**src/rtl/spi_master_adapter.sv**
```systemverilog
// Adapts val/rdy payload streams to a framed SPI mode-0 master link with
// one-entry TX and RX buffers, write-accept retries and read-only polling.
module spi_master_adapter #(
    parameter int nbits   = 34,
    parameter int clk_div = 2
) (
    input  logic             clk,
    input  logic             reset,
    input  logic             recv_val,
    input  logic [nbits-3:0] recv_msg,
    output logic             recv_rdy,
    output logic             send_val,
    output logic [nbits-3:0] send_msg,
    input  logic             send_rdy,
    input  logic             poll_en,
    output logic             sclk,
    output logic             cs,
    output logic             mosi,
    input  logic             miso
);
    localparam int PW = nbits - 2;
    localparam int HW = $clog2(2 * nbits);
    localparam logic [7:0]    DIV_LAST  = 8'(clk_div - 1);
    localparam logic [HW-1:0] HALF_LAST = HW'(2 * nbits - 1);

    typedef enum logic [2:0] {IDLE, SETUP, SHIFT, HOLD, GAP} state_e;

    state_e           state_q, state_d;
    logic [7:0]       div_q, div_d;
    logic [HW-1:0]    half_q, half_d;
    logic [nbits-2:0] tx_tail_q, tx_tail_d;
    logic [nbits-1:0] rx_sr_q, rx_sr_d;
    logic             wr_val_q, wr_val_d;
    logic             rd_rdy_q, rd_rdy_d;
    logic             tx_full_q, tx_full_d;
    logic [PW-1:0]    tx_buf_q, tx_buf_d;
    logic             rx_full_q, rx_full_d;
    logic [PW-1:0]    rx_buf_q, rx_buf_d;
    logic             recv_rdy_q, recv_rdy_d;
    logic             cs_q, cs_d;
    logic             sclk_q, sclk_d;
    logic             mosi_q, mosi_d;

    logic div_done, frame_go, start, half_end, sclk_rise, sclk_fall, frame_done;

    assign div_done   = (div_q == DIV_LAST);
    assign frame_go   = tx_full_q || (poll_en && !rx_full_q);
    assign start      = (state_q == IDLE) && frame_go;
    assign half_end   = (state_q == SHIFT) && div_done;
    assign sclk_rise  = half_end && !half_q[0];
    assign sclk_fall  = half_end && half_q[0];
    assign frame_done = (state_q == HOLD) && div_done;

    always_ff @(posedge clk) begin
        if (!reset) state_q <= IDLE;
        else        state_q <= state_d;
    end

    always_comb begin
        state_d = state_q;
        case (state_q)
            IDLE:    if (frame_go) state_d = SETUP;
            SETUP:   if (div_done) state_d = SHIFT;
            SHIFT:   if (div_done && half_q == HALF_LAST) state_d = HOLD;
            HOLD:    if (div_done) state_d = GAP;
            GAP:     if (div_done) state_d = IDLE;
            default: state_d = IDLE;
        endcase
    end

    // SPI pins are registered; cs follows the state being entered so the
    // low window is exactly SETUP + SHIFT + HOLD.
    always_comb begin
        cs_d   = !(state_d == SETUP || state_d == SHIFT || state_d == HOLD);
        sclk_d = sclk_q;
        mosi_d = mosi_q;
        if (sclk_rise) sclk_d = 1'b1;
        if (sclk_fall) sclk_d = 1'b0;
        if (start)     mosi_d = tx_full_q;
        if (sclk_fall) mosi_d = tx_tail_q[nbits-2];
    end

    always_comb begin
        div_d      = (state_q == IDLE || div_done) ? 8'd0 : div_q + 8'd1;
        half_d     = '0;
        tx_tail_d  = tx_tail_q;
        rx_sr_d    = rx_sr_q;
        wr_val_d   = wr_val_q;
        rd_rdy_d   = rd_rdy_q;
        tx_full_d  = tx_full_q;
        tx_buf_d   = tx_buf_q;
        rx_full_d  = rx_full_q;
        rx_buf_d   = rx_buf_q;
        if (state_q == SHIFT) half_d = div_done ? half_q + HW'(1) : half_q;
        // Header bits reflect buffer state at frame start and stay frozen.
        if (start) begin
            wr_val_d  = tx_full_q;
            rd_rdy_d  = !rx_full_q;
            tx_tail_d = {!rx_full_q, tx_full_q ? tx_buf_q : PW'(0)};
        end
        if (sclk_fall) tx_tail_d = {tx_tail_q[nbits-3:0], 1'b0};
        if (sclk_rise) rx_sr_d   = {rx_sr_q[nbits-2:0], miso};
        if (frame_done) begin
            if (wr_val_q && rx_sr_q[nbits-2]) tx_full_d = 1'b0;
            if (rd_rdy_q && rx_sr_q[nbits-1]) begin
                rx_full_d = 1'b1;
                rx_buf_d  = rx_sr_q[PW-1:0];
            end
        end
        if (rx_full_q && send_rdy) rx_full_d = 1'b0;
        if (recv_val && recv_rdy_q) begin
            tx_full_d = 1'b1;
            tx_buf_d  = recv_msg;
        end
        recv_rdy_d = !tx_full_d;
    end

    always_ff @(posedge clk) begin
        if (!reset) begin
            div_q      <= '0;
            half_q     <= '0;
            tx_tail_q  <= '0;
            rx_sr_q    <= '0;
            wr_val_q   <= 1'b0;
            rd_rdy_q   <= 1'b0;
            tx_full_q  <= 1'b0;
            tx_buf_q   <= '0;
            rx_full_q  <= 1'b0;
            rx_buf_q   <= '0;
            recv_rdy_q <= 1'b0;
            cs_q       <= 1'b1;
            sclk_q     <= 1'b0;
            mosi_q     <= 1'b0;
        end else begin
            div_q      <= div_d;
            half_q     <= half_d;
            tx_tail_q  <= tx_tail_d;
            rx_sr_q    <= rx_sr_d;
            wr_val_q   <= wr_val_d;
            rd_rdy_q   <= rd_rdy_d;
            tx_full_q  <= tx_full_d;
            tx_buf_q   <= tx_buf_d;
            rx_full_q  <= rx_full_d;
            rx_buf_q   <= rx_buf_d;
            recv_rdy_q <= recv_rdy_d;
            cs_q       <= cs_d;
            sclk_q     <= sclk_d;
            mosi_q     <= mosi_d;
        end
    end

    assign recv_rdy = recv_rdy_q;
    assign send_val = rx_full_q;
    assign send_msg = rx_buf_q;
    assign cs       = cs_q;
    assign sclk     = sclk_q;
    assign mosi     = mosi_q;
endmodule

```
**config.mk**
```make
export PLATFORM = sky130hd
export DESIGN_NAME = spi_master_adapter
export DESIGN_NICKNAME = d
export VERILOG_FILES = /design/src/rtl/spi_master_adapter.sv
export SDC_FILE = /design/constraint.sdc
export NUM_CORES = 1
export LEC_CHECK = 0
export CELL_PAD_IN_SITES_DETAIL_PLACEMENT = 0
export CELL_PAD_IN_SITES_GLOBAL_PLACEMENT = 2
export CORE_MARGIN = 5
export CORE_UTILIZATION = 34
export CTS_BUF_LIST = sky130_fd_sc_hd__clkbuf_4 sky130_fd_sc_hd__clkbuf_8
export CTS_CLUSTER_SIZE = 12
export DETAILED_ROUTE_END_ITERATION = 6
export HOLD_SLACK_MARGIN = 0.15
export PLACE_DENSITY_LB_ADDON = 0.1
export SLEW_MARGIN = 10
export SYNTH_ARGS = -nofsm -noshare
export SYNTH_HDL_FRONTEND = slang
export SYNTH_SLANG_ARGS = --single-unit
```
**constraint.sdc**
```tcl
create_clock -name clk -period 2.5 [get_ports clk]
set_input_delay 0.5 -clock clk [delete_from_list [all_inputs] [get_ports clk]]
set_output_delay 0.5 -clock clk [all_outputs]
set_load 0.005 [all_outputs]
```
==> results of run 1 <==
## critical path: cells and delay by family (launching register included)
| family | cells | cell delay [ns] |
|---|---|---|
| AND/OR/NAND/NOR | 3 | 1.17 |
| flip-flops | 1 | 0.42 |
| buffers and inverters | 1 | 0.27 |
| adder cells (fa/ha/maj) | 1 | 0.19 |
| AO/OA/AOI/OAI | 1 | 0.06 |
## power groups by stage
stage | Combinational (uW) | Clock (uW) | Sequential, uW
after floorplan | 161 | 0 | 2620
after global placement | 296 | 0 | 2630
after detailed placement | 302 | 0 | 2630
after CTS | 303 | 2120 | 2570
after global routing | 328 | 2240 | 2580
final | 295 | 2050 | 2570
## cell usage in the layout, fill, tap and decap left out, types with 6 or more instances in the layout
| cell type | count |
|---|---|
| a22oi_1 | 32 |
| xor2_1 | 9 |
| nand2_1 | 207 |
| nand3_1 | 43 |
| clkdlybuf4s50_1 | 74 |
| clkbuf_8 | 18 |
| buf_4 | 14 |
| dfxtp_1 | 157 |
| nor2_1 | 21 |
| nor3_1 | 6 |
| a21oi_1 | 136 |
## through the flow
step	hold slack, ns	cells
floorplan	0.436	705
global placement	0.442	966
detailed placement	0.449	966
CTS	0.460	998
global route	0.473	998
finish	0.456	998
## state kept, by name, summed over array words and instances, names as in the netlist
register and flops:
mosi 1, div_q 8, wr_val_q 1, rd_rdy_q 1
cs 1, send_msg 32, sclk 1, half_q 7
tx_tail_q 33, state_q 3, tx_buf_q 32, tx_full_q 1
send_val 1, rx_sr_q 34, recv_rdy 1
## final cells by class
cell class	count	area (sq um)
clock inverters	11	166
inverters	2	10.0
clock buffers	21	270
well taps	220	275
fillers	1686	9400
multi-input cells	495	2450
flip-flops and latches	157	3140
repair buffers	92	926
## cell families (layout without fill, tap and decap cells)
group	after synthesis	in the layout	synth area share, %
AO/OA/AOI/OAI	175	175	16.8
XOR/XNOR	13	13	1.96
adder cells (fa/ha/maj)	3	3	0.647
buffers and inverters	53	126	3.71
flip-flops	157	157	54.2
multiplexers	1	1	0.194
AND/OR/NAND/NOR	303	303	22.5
## per-layer routing
metal / track usage [%] / wire, um
met2: 23.5 / 6510
met3: 3.79 / 536
met1: 17.8 / 6380
met4: 5.30 / 198
met5: 0 / 0
## worst max-delay path by stage
stage,from,to,cells past startpoint
after floorplan,div_q[0],send_msg[10],7
after detailed placement,div_q[0],send_msg[13],6
after global placement,div_q[0],send_msg[14],6
after CTS,div_q[0],send_msg[13],6
final,div_q[0],send_msg[20],6
after global routing,div_q[0],send_msg[2],6
==> results.yml, run 1 <==
outcome:
  status: "completed"
clock_tree:
  h-tree-depth: 4
  root_buffer: "clkbuf_8"
  clock_path_buffers: 2
  postCtsSetupRepairBufs: 0
  clock-sinks: 157
  cts_tree: "yes"
  path_clk_slew_ns: 0.08
  cts_hold_buf: 0
  insertion_delay_ns: 0.44
  cts_made_buffers: 17
  post_cts_resize_count: 0
sta:
  fin_tns_setup_ns: 0
  worst_pin_slew_ns: 0.601
  drv_slew: 0
  slew_headroom_pct: 59.9
  grt_setup_unrepaired: "no"
  setup_slack_ns: 0.250
  fin_skew_ns: 0.00791
  final.min_clock_period_ns: 2.25
  fmax_mhz: 444
  setup_viol: 0
  hold_violations: 0
  fin_crit_sh_pct: 90.0
die:
  start_util_pct: 34.9
  core_area_sq_um: 16600
  io_pins: 75
  die_h_um: 141
  die-area_sq_um: 19800
  die_w_um: 141
  num_rows: 47
setup_path:
  path_max_fanout: 32
  required_ns: 2.80
  worstSetupPathType: "reg -> reg"
  r2r-end: "send_msg[20]"
  critPathMaxStageDelay_ns: 0.55
  critPathLaunchType: "register"
  rrSetupSlack_ns: 0.25
  r2r_cells: 6
  end_kind: "register"
  arrival_ns: 2.55
  critPathSlowestCell: "or4_1"
  path_cells: "ha_1 > or4b_4 > or4_1 > buf_4 > nand2_1 > a21oi_1"
  r2r_start: "div_q[0]"
synth:
  synth_seq_area_share_pct: 54.2
  ys_ff_latch: 157
  synth_cells: 705
  synth_cell_type_count: 40
  synth.largest_area_cell: "dfxtp_1"
  synth_top_cell_area_share_pct: 54.2
  synth_edf_count: 0
  yosysWarnings: 0
  synth_area_leaders: "dfxtp_1 (54%), nand2_1 (13%), a21oi_1 (12%)"
  synthesis.nets: 746
  synth.most_common_cell: "nand2_1"
  synth-main-ff-cell: "dfxtp_1"
  avgSynthCellArea_sq_um: 8.23
  async_reset_ff_share_pct: 0
  synth_area_sq_um: 5800
  synthTopCellsByCount: "nand2_1 (207), dfxtp_1 (157), a21oi_1 (136)"
place:
  pre_cts_slack_ns: 0.240
  placed_area_sq_um: 6810
  numPortBuffers: 74
  hpwl_um: 8710
  finalWeightedCongestion: 0.771
power_and_ir_drop:
  peakVddDrop_uv: 350
  power.total_uw: 4920
  intPower_uw: 3810
  power_frac_seq_pct: 52.3
  powerDensity_nw_per_um2: 679
  switching_power_uw: 1100
  clkPwrFrac_pct: 41.7
  swShare_pct: 22.4
  combPwrFrac_pct: 6.0
  cellLeakagePower_uw: 0.00234
cells_and_area:
  num_antenna_cells: 0
  syn2layout_area_growth_pct: 24.9
  finish.instance_area_sq_um: 7250
  final_nets: 806
  final_util_pct: 43.5
  drive_gt1_share_pct: 7.46
grt:
  grt_max_degree: 82
  grtUsageTotal_pct: 14.2
  grt_pass1_vias: 4709
  grt_antenna_before_repair: 0
  overflow: 0
  grt_pass1_wl_um: 23200
min_path:
  min_to: "send_msg[4]"
  hp-class: "reg -> reg"
  whs_path_depth: 2
  min-delay-start: "send_msg[4]"
detailed_routing:
  ant_nets: 0
  drc: 0
  wl_um: 13600
  firstDrtPassIters: 4
  dr_total_vias: 4889
  routed_via_density: 4.90
  wl_per_cell_um: 13.6
  drtIter0Drc: 250
flow_run:
  drv_cap: 0
(Power assumes the default switching activity.)
==> run 2: changes to the inputs <==
--- a/config.mk
+++ b/config.mk
@@ -8,8 +8,7 @@
 export CELL_PAD_IN_SITES_DETAIL_PLACEMENT = 0
 export CELL_PAD_IN_SITES_GLOBAL_PLACEMENT = 2
 export CORE_MARGIN = 5
-export CORE_UTILIZATION = 34
-export CTS_BUF_LIST = sky130_fd_sc_hd__clkbuf_4 sky130_fd_sc_hd__clkbuf_8
+export CORE_UTILIZATION = 32
 export CTS_CLUSTER_SIZE = 12
 export DETAILED_ROUTE_END_ITERATION = 6
 export HOLD_SLACK_MARGIN = 0.15
==> run 2 against run 1 <==
Against the previous run:
- first-iteration DRC count grew 16%
- maximum frequency shrank 1.6%
- cell count rose by 0.80%
- critical path depth stayed put
- flip-flop and latch count unchanged
- critical path type unchanged
- critical endpoint is now send_msg[22]
- largest cell class unchanged
==> results.yml, run 2 (same netlist as run 1, synthesis figures left out) <==
grt:
  grt_max_degree: 139
  grt_antenna_before_repair: 0
  grtUsageTotal_pct: 14.0
  overflow: 0
  grt_pass1_vias: 4756
  grt_pass1_wl_um: 23500
setup_path:
  end_kind: "register"
  required_ns: 2.77
  worstSetupPathType: "reg -> reg"
  path_max_fanout: 32
  critPathLaunchType: "register"
  r2r_cells: 6
  arrival_ns: 2.56
sta:
  fin_tns_setup_ns: 0
  fin_crit_sh_pct: 91.4
  fmax_mhz: 437
  final.min_clock_period_ns: 2.29
  whs_ns: 0.452
  hold_violations: 0
  slew_headroom_pct: 51.5
  fin_skew_ns: 0.00810
  grt_setup_unrepaired: "no"
  setup_slack_ns: 0.214
  drv_slew: 0
  worst_pin_slew_ns: 0.728
  setup_viol: 0
detailed_routing:
  wl_per_cell_um: 14.0
  routed_via_density: 4.92
  firstDrtPassIters: 5
  dr_total_vias: 4948
  ant_nets: 0
  wl_um: 14100
  drtIter0Drc: 290
  drc: 0
die:
  core_area_sq_um: 17900
  start_util_pct: 32.4
  io_pins: 75
  num_rows: 49
  die_h_um: 145
  die-area_sq_um: 20900
  die_w_um: 145
place:
  pre_cts_slack_ns: 0.0988
  hpwl_um: 8570
  numPortBuffers: 74
  placed_cells: 974
  finalWeightedCongestion: 0.753
min_path:
  hp-class: "reg -> reg"
  whs_path_depth: 2
cells_and_area:
  layout_common_cells: "nand2_1 (207), dfxtp_1 (157), a21oi_1 (136), clkdlybuf4s50_1 (74), nand3_1 (43)"
  syn2layout_area_growth_pct: 27.0
  final_nets: 805
  drive_gt1_share_pct: 7.34
  nFillCells: 1893
  stdcell_count: 1006
  num_antenna_cells: 0
  final_common_cell: "nand2_1"
  regMostFlops: "rx_sr_q"
  reg_top3: "rx_sr_q x34, tx_tail_q x33"
  largest_reg_flops: 34
clock_tree:
  cts_made_buffers: 17
  cts_tree: "yes"
  cts_hold_buf: 0
  path_clk_slew_ns: 0.06
  clock-sinks: 157
  h-tree-depth: 4
  post_cts_resize_count: 0
  root_buffer: "clkbuf_16"
  insertion_delay_ns: 0.42
  postCtsSetupRepairBufs: 0
  clock_path_buffers: 2
power_and_ir_drop:
  peakVddDrop_uv: 477
  cellLeakagePower_uw: 0.00239
  powerDensity_nw_per_um2: 724
flow_run:
  drv_cap: 0
outcome:
  status: "completed"
[run 2: changes by cell type in the layout (fill, tap and decap cells not counted)]
| cell | delta |
|---|---|
| inv_6 | +3 |
| clkbuf_8 | -18 |
| clkbuf_16 | +17 |
| clkinv_4 | +3 |
| buf_12 | -1 |
| inv_8 | +1 |
| bufinv_16 | -3 |
| clkbuf_4 | -3 |
[run 2: stage by stage]
step | total power, uW | utilization (%) | cell area (sq um)
floorplan | 2780 | - | 5800
global placement | 2930 | 38.0 | 6800
detailed placement | 2930 | 38.0 | 6800
CTS | 5420 | 41.1 | 7370
global route | 5560 | 41.1 | 7370
finish | 5330 | 41.1 | 7370
[run 2: area by class of cell]
class	instances	area, sq um	share of cell area [%]
multi-input cells	495	2450	33.3
clock inverters	15	140	1.90
clock buffers	17	425	5.78
repair buffers	91	906	12.3
well taps	229	287	3.89
inverters	2	10.0	0.136
flip-flops and latches	157	3140	42.7
[run 2: critical path, cell delays in order (launching register included)]
cell     delay (ns)
dfxtp_1        0.42
ha_1           0.19
or4b_4         0.50
or4_1          0.57
buf_4          0.28
nand2_1        0.11
a21oi_1        0.07
[run 2: final timing paths]
path | from | to | slack, ns
max | div_q[0] | send_msg[22] | 0.21
min | send_msg[12] | send_msg[12] | 0.45
max reg2reg | div_q[0] | send_msg[22] | 0.21
min reg2reg | send_msg[12] | send_msg[12] | 0.45
[run 2: report_power, final]
group	total [uW]	leakage (uW)	internal (uW)	switching (uW)
clock network	2460	0.000272	1380	1080
registers	2580	0.00127	2550	29.3
logic	292	0.000848	125	167
total	5330	0.00239	4060	1280
[run 2: routing by layer]
| layer | vias to the layer above | share of wire (%) | global-route usage (%) |
|---|---|---|---|
| li1 | 2520 | - | - |
| met1 | 2326 | 47 | 17.9 |
| met2 | 86 | 47 | 22.9 |
| met3 | 16 | 4.3 | 3.90 |
| met4 | 0 | 1.4 | 4.42 |
| met5 | - | 0 | 0 |
